[src/rtl/fetch_pkg.sv]
// Shared definitions for the program-ROM fetch stage: state encoding,
// default widths and the program counter reset value.
package fetch_pkg;

    localparam int ADDR_W_DEF = 12;
    localparam int DATA_W_DEF = 8;

    localparam logic [11:0] PC_RESET = 12'h000;

    typedef enum logic [1:0] {
        S_IDLE  = 2'd0,
        S_FETCH = 2'd1,
        S_EXEC  = 2'd2,
        S_HALT  = 2'd3
    } fetch_state_t;

endpackage

[src/rtl/program_counter.sv]
// Program counter register: synchronous load with priority over increment,
// modulo-2^ADDR_W increment, and a terminal-count flag when the PC is at
// the top address.
module program_counter #(
    parameter int                ADDR_W    = 12,
    parameter logic [ADDR_W-1:0] RESET_VAL = '0
) (
    input  logic              clk,
    input  logic              reset_n,
    input  logic              load,
    input  logic [ADDR_W-1:0] load_addr,
    input  logic              inc,
    output logic [ADDR_W-1:0] pc,
    output logic              tc
);

    logic [ADDR_W-1:0] r_pc;

    // PC register: load beats increment; increment wraps naturally
    always_ff @(posedge clk or negedge reset_n) begin
        if (!reset_n) begin
            r_pc <= RESET_VAL;
        end else if (load) begin
            r_pc <= load_addr;
        end else if (inc) begin
            r_pc <= r_pc + 1'b1;
        end
    end

    assign pc = r_pc;
    assign tc = &r_pc;

endmodule

[src/rtl/pc_fetch_unit.sv]
// Fetch stage in front of the 4Kx8 program ROM. Drives the ROM address from
// the program counter and captures each returned byte into an
// instruction/operand nibble pair, one byte every two clocks.
// Optional feature macro: PC_WRAP_HALT_EN -- when defined, fetching the top
// address parks the PC there and enters S_HALT instead of wrapping to 0.
module pc_fetch_unit
    import fetch_pkg::*;
#(
    parameter int ADDR_W = ADDR_W_DEF,
    parameter int DATA_W = DATA_W_DEF
) (
    input  logic                clk,
    input  logic                reset_n,
    input  logic                en,
    input  logic                load,
    input  logic [ADDR_W-1:0]   load_addr,
    input  logic [DATA_W-1:0]   rom_data,
    output logic [ADDR_W-1:0]   rom_addr,
    output logic [DATA_W/2-1:0] instr,
    output logic [DATA_W/2-1:0] oprnd,
    output logic                valid,
    output logic                halted
);

`ifdef PC_WRAP_HALT_EN
    localparam bit HALT_EN = 1'b1;
`else
    localparam bit HALT_EN = 1'b0;
`endif

    fetch_state_t        r_state;
    fetch_state_t        w_state_next;
    logic                w_pc_inc;
    logic                w_pc_tc;
    logic                w_capture;
    logic                w_valid_next;
    logic                w_halted_next;
    logic [ADDR_W-1:0]   w_pc;
    logic [DATA_W/2-1:0] r_instr;
    logic [DATA_W/2-1:0] r_oprnd;
    logic                r_valid;
    logic                r_halted;

    program_counter #(
        .ADDR_W    (ADDR_W),
        .RESET_VAL (ADDR_W'(PC_RESET))
    ) u_pc (
        .clk       (clk),
        .reset_n   (reset_n),
        .load      (load),
        .load_addr (load_addr),
        .inc       (w_pc_inc),
        .pc        (w_pc),
        .tc        (w_pc_tc)
    );

    // FSM state register
    always_ff @(posedge clk or negedge reset_n) begin
        if (!reset_n) begin
            r_state <= S_IDLE;
        end else begin
            r_state <= w_state_next;
        end
    end

    // Next-state and control decode; load overrides everything, including
    // a capture that would otherwise happen in S_FETCH
    always_comb begin
        w_state_next  = r_state;
        w_pc_inc      = 1'b0;
        w_capture     = 1'b0;
        w_valid_next  = 1'b0;
        w_halted_next = r_halted;
        if (load) begin
            w_state_next  = en ? S_FETCH : S_IDLE;
            w_halted_next = 1'b0;
        end else begin
            unique case (r_state)
                S_IDLE: begin
                    if (en) begin
                        w_state_next = S_FETCH;
                    end
                end
                S_FETCH: begin
                    // capture always completes, even if en has dropped
                    w_capture    = 1'b1;
                    w_valid_next = 1'b1;
                    if (HALT_EN && w_pc_tc) begin
                        w_halted_next = 1'b1;
                        w_state_next  = S_HALT;
                    end else begin
                        w_pc_inc     = 1'b1;
                        w_state_next = S_EXEC;
                    end
                end
                S_EXEC: begin
                    w_state_next = en ? S_FETCH : S_IDLE;
                end
                S_HALT: begin
                    // parked at top of ROM; only load or reset leaves
                    w_state_next = HALT_EN ? S_HALT : S_IDLE;
                end
                default: begin
                    w_state_next = S_IDLE;
                end
            endcase
        end
    end

    // Capture register and status flags
    always_ff @(posedge clk or negedge reset_n) begin
        if (!reset_n) begin
            r_instr  <= '0;
            r_oprnd  <= '0;
            r_valid  <= 1'b0;
            r_halted <= 1'b0;
        end else begin
            if (w_capture) begin
                {r_instr, r_oprnd} <= rom_data;
            end
            r_valid  <= w_valid_next;
            r_halted <= w_halted_next;
        end
    end

    assign rom_addr = w_pc;
    assign instr    = r_instr;
    assign oprnd    = r_oprnd;
    assign valid    = r_valid;
    assign halted   = HALT_EN ? r_halted : 1'b0;

endmodule

[config.mk]
export PLATFORM = sky130hd
export DESIGN_NAME = pc_fetch_unit
export DESIGN_NICKNAME = d
export VERILOG_FILES = /design/src/rtl/fetch_pkg.sv /design/src/rtl/program_counter.sv /design/src/rtl/pc_fetch_unit.sv
export SDC_FILE = /design/constraint.sdc
export NUM_CORES = 1
export LEC_CHECK = 0
export ABC_AREA = 1
export CORE_ASPECT_RATIO = 2
export CORE_UTILIZATION = 39
export DETAILED_ROUTE_END_ITERATION = 10
export PLACE_DENSITY = 0.73
export SETUP_SLACK_MARGIN = 0.5
export SLEW_MARGIN = 20
export SYNTH_ARGS = -nofsm -noshare
export SYNTH_HDL_FRONTEND = slang
export SYNTH_SLANG_ARGS = --single-unit
[constraint.sdc]
create_clock -name clk -period 1.1 [get_ports clk]
set_clock_uncertainty 0.1 [all_clocks]
set_input_delay 0.11 -clock clk [delete_from_list [all_inputs] [get_ports clk]]
set_output_delay 0.11 -clock clk [all_outputs]
set_load 0.01 [all_outputs]
# After elaboration in Yosys (flattened, before gate mapping)
# Cells that the tools add are included.
[word_totals]
register_bits = 23
latchBits = 0
ramBits = 0
mem_bits_ro = 0
in_bits = 24
memories = 0
[op_classes]
add_sub_neg = 1
multipliers = 0
n_div = 0
magnitude_cmp = 0
eq_ne = 4
shift = 0
n_mux = 8
bitwise_logic = 0
n_reduce_logical = 2
[op_table]
columns = ["operator", "n"]
rows = [
  ["two-way mux 12 bit", 2],
  ["adder 12 x 1 -> 12 bit, second input constant", 1],
  ["one-hot mux 2 bit (4 select lines)", 1],
  ["equality test 2 bit, second input constant", 2],
  ["two-way mux 2 bit", 2],
  ["two-way mux 1 bit", 3],
  ["!= test 3 bit, second input constant", 1],
  ["equality test 2 x 1 -> 1 bit, second input constant", 1],
  ["logical NOT 2 bit", 1],
  ["nonzero test 2 bit", 1],
]

# Depth between registers and ports, before layout
[depth]
ltp_word = 5
ltp_mapped = 7
ltp_nobuf = 7

# Cells and area by module
# From an unflattened synthesis, not the netlist that was laid out.
[unflattened]
hier_cells = 148
area_unflattened_um2 = 1229.9
[by_module_without_submodules]
columns = ["mod", "instances", "cells_each", "area_each_um2"]
rows = [
  ["program_counter", 1, 104, 782.0],
  ["pc_fetch_unit", 1, 44, 447.9],
]

# Least setup slack after synthesis
# No wires, ideal clock.
[synth_timing]
kind = "reg2reg"
start = "register u_pc.r_pc[0], in the netlist u_pc.pc[0]"
end = "register u_pc.r_pc[10], in the netlist u_pc.pc[10]"
arrival_ns = 1.106
slack_ns = -0.223
path_stages_with_launch = 7
path_cell_list = "dfrtp_1 ha_1 nand2_1 nor2_2 nand3_1 nand3_1 nand2_1"
[synth_between]
elab_chain_cells = 3
[synth_lines]
columns = ["item", "line", "rtl"]
rows = [
  ["start, declared", "program_counter.sv:17", "logic [ADDR_W-1:0] r_pc;"],
  ["start signal, assigned", "program_counter.sv:24", "r_pc <= load_addr;"],
  ["start signal, assigned", "program_counter.sv:26", "r_pc <= r_pc + 1'b1;"],
  ["adder 12 x 1 -> 12 bit", "program_counter.sv:26", ""],
  ["two-way mux 12 bit", "program_counter.sv:25", "end else if (inc) begin"],
  ["two-way mux 12 bit", "program_counter.sv:23", "end else if (load) begin"],
]
# Every way passes these cells. The select of a mux whose other input is x is not followed.
# A chain may end at the register's enable or synchronous reset.

# Worst setup path after layout
[layout_timing]
start = "register u_pc.r_pc[1], in the netlist u_pc.pc[1]"
end = "register u_pc.r_pc[10], in the netlist u_pc.pc[10]"
# The elaborated chain is that of the path after synthesis.

==> impl_metrics.toml <==
[setup_path]
crit_start = "u_pc.pc[1]$_DFFE_PN0P_"
path_depth = 8
crit_path_frequent_cell = "nand2_1"
arrival_ns = 1.34
cp_slowest_cell = "dfrtp_2"
crit_required_ns = 1.16
critical_path.top_delay_family = "flip-flops"
path_cells = "buf_6, ha_4, nand2_4, nor2_4, nand2_1, nand2_1, nand3_1, nand2_1"
timing.rr.end = "u_pc.pc[10]$_DFFE_PN0P_"
start_kind = "flop"
crit_end = "u_pc.pc[10]$_DFFE_PN0P_"
cpPeakStageDelay_ns = 0.43
path_buf_inv = 1
cp_max_fo = 4
ff2ff_path_depth = 8
worst-r2r-setup-slack_ns = -0.18
end_kind = "flop"
crit_type = "reg2reg"
regToRegStartpoint = "u_pc.pc[1]$_DFFE_PN0P_"

[timing]
drv_slew = 0
fin_crit_sh_pct = 116
setup_viol = 25
fmax_mhz = 784
rsz0062_at_grt = "yes"
period_minus_slack_ns = 1.28
hold_viol_final = 0
setup_ws_ns = -0.175

[cells_and_area]
finalNetCount = 267
fill_cells = 221
synthToLayoutAreaGrowth_pct = 83.1
drive_above_1_share_pct = 44.8
final_util_pct = 74.1
antennaDiodeCount = 0
design_area_sq_um = 2180

[die]
die-width_microns = 41.1
ios = 46
die_h_microns = 80.2
start_util_pct = 40.5
die_area_sq_um = 3290
design.core.area_sq_um = 2940
row_count = 28

[synthesis]
synth-edff-count = 0
avgSynthCellArea_sq_um = 7.64
synth_nets = 181
yosysUniqueCellTypes = 22
yosys_most_used_dff = "dfrtp_1"
syn-cell-area_sq_um = 1190
synth-seq-area-share_pct = 48.3
ys_async_sr_fraction_pct = 100
ys_ff_latch = 23
netlist_instances = 156
ys_warn_count = 0

[place]
place.port_buffers = 44
place_area_sq_um = 1870
place_hpwl_microns = 2620
pre_cts_slack_ns = -0.252
place_congestion = 0.834

[cts]
cts_tree = "built"
cts_sinks = 23
holdBufCountCts = 0
numCtsBuffers = 3
htreeDepth = 1
cts_buffer_depth = 2
clkTransAtPathRegs_ns = 0.08
clockRootBuffer = "clkbuf_8"
clk_latency_ns = 0.26

[global_routing]
grt-ovfl-total = 0
grt_pass1_vias = 1361
grt.total_usage_pct = 26.4
grt_start_max_net_pins = 24
grt_pass1_wl_microns = 5950
antenna_found_initial = 0

[run_status]
status = "complete, but fails checks"
violations = "negative setup slack"

[pwr]
pwr-share-clk_pct = 19.6
p_int_mw = 1.83
power_frac_seq_pct = 39.1
p_leak_nw = 1.08
swShare_pct = 32.3
switchingPower_uw = 875
power_density_nw_per_um2 = 1240
ir_drop_mv = 1.11
p_total_mw = 2.71
p_comb_share_pct = 41.3

[job]
max-cap-violations = 0

[route]
wirelength_microns = 3890
drcViolationCount = 0
ant_nets = 0
drt_first_iter_violations = 37
wl_per_cell_microns = 14.3
vias = 1372
viasPerCell = 5.06
dr.pass1.iters = 4

[min_path]
hp-class = "in2async"
-- cell usage in the layout, fill, tap and decap left out, drive strengths merged, types with 3 or more instances in the layout --
cell type | netlist | routed
buf | 4 | 61
clkbuf | 0 | 4
clkdlybuf4s50 | 0 | 22
dfrtp | 23 | 23
inv | 19 | 19
nand2 | 62 | 62
nand3 | 14 | 14
nand4 | 3 | 3
nor2 | 6 | 6
o211ai | 3 | 3
o21ai | 11 | 11
o21bai | 4 | 4
-- synth_stat cells, types with 2 or more instances --
library cell / number / area, sq um
buf_2: 2 / 10.0
buf_4: 2 / 15.0
dfrtp_1: 23 / 576
inv_1: 17 / 63.8
inv_2: 2 / 7.51
nand2_1: 61 / 229
nand3_1: 13 / 65.1
nand4_1: 3 / 18.8
nor2_1: 3 / 11.3
nor2_2: 3 / 18.8
o211ai_1: 3 / 22.5
o21ai_0: 11 / 55.1
o21bai_1: 4 / 30.0
-- sequential cells by signal, summed over array words and instances, names as in the netlist --
register  count
valid         1
u_pc.pc      12
instr         4
r_state       2
oprnd         4
-- how the worst min path moves through the flow --
| stage | start | end | slack, ns | cells after the start |
|---|---|---|---|---|
| after floorplan | reset_n | instr[0]$_DFFE_PN0P_ | -0.29 | 0 |
| after global routing | reset_n | instr[3]$_DFFE_PN0P_ | 0.09 | 2 |
| after CTS | reset_n | instr[3]$_DFFE_PN0P_ | 0.08 | 2 |
| after detailed placement | oprnd[2]$_DFFE_PN0P_ | oprnd[2]$_DFFE_PN0P_ | 0.36 | 2 |
| final | reset_n | instr[3]$_DFFE_PN0P_ | 0.08 | 2 |
| after global placement | reset_n | valid$_DFF_PN0_ | 0.37 | 2 |
-- cell type report --
type                       count  area (sq um)  share of cell area, %
timing repair inverter         1          8.76                  0.402
tap                           30          37.5                   1.72
multi-input combinational    110           677                   31.0
sequential                    23           583                   26.7
inverter                      19          83.8                   3.84
clock buffer                   4          45.0                   2.07
timing repair buffer          84           746                   34.2
-- timing repair --
action | in CTS | in global routing
pin swaps | 27 | 15
gates resized for setup | 123 | 19
setup buffers | 10 | 9
setup endpoints to repair | 44 | 44
gates cloned | 1 | 1
-- routing by layer --
metal  track usage, %  share of wire (%)  up-vias
li1                 -                  -      663
met1             28.2                 36      656
met2             46.7                 58       45
met3             3.59                3.1        8
met4             11.3                2.8        0
met5                0                  0        -
-- kinds of logic (layout without fill, tap and decap cells) --
| logic type | Yosys count | count (layout) | synth area share, % |
|---|---|---|---|
| flops | 23 | 23 | 48.3 |
| compound gates | 21 | 21 | 10.6 |
| simple gates | 85 | 85 | 30.1 |
| buf+inv | 23 | 108 | 8.09 |
| other cells | 1 | 1 | 0.315 |
| xor+xnor | 2 | 2 | 1.47 |
| fa+ha+maj | 1 | 1 | 1.05 |
-- worst register-to-register path, delay by kind of cell (launching register included) --
family        cells  cell delay [ns]
flops             1             0.43
buf+inv           1             0.13
simple gates      6             0.35
fa+ha+maj         1             0.17
-- metrics by stage --
stage | setup TNS [ns] | std cells | hold slack (ns)
after global routing | -3.81 | 271 | 0.0880
after CTS | -1.43 | 261 | 0.0833
after global placement | -3.66 | 246 | 0.366
after detailed placement | -4.19 | 246 | 0.364
final | -2.77 | 271 | 0.0830
after floorplan | -0.237 | 156 | -0.286
-- power by group through the flow --
stage	combinational [mW]	clock, mW	sequential (mW)
final	1.12	0.532	1.06
after global routing	1.21	0.590	1.07
after CTS	0.959	0.553	1.05
after detailed placement	0.841	0	1.08
after global placement	0.815	0	1.08
after floorplan	0.277	0	1.14
No activity file was read; power rests on OpenSTA's default activity.
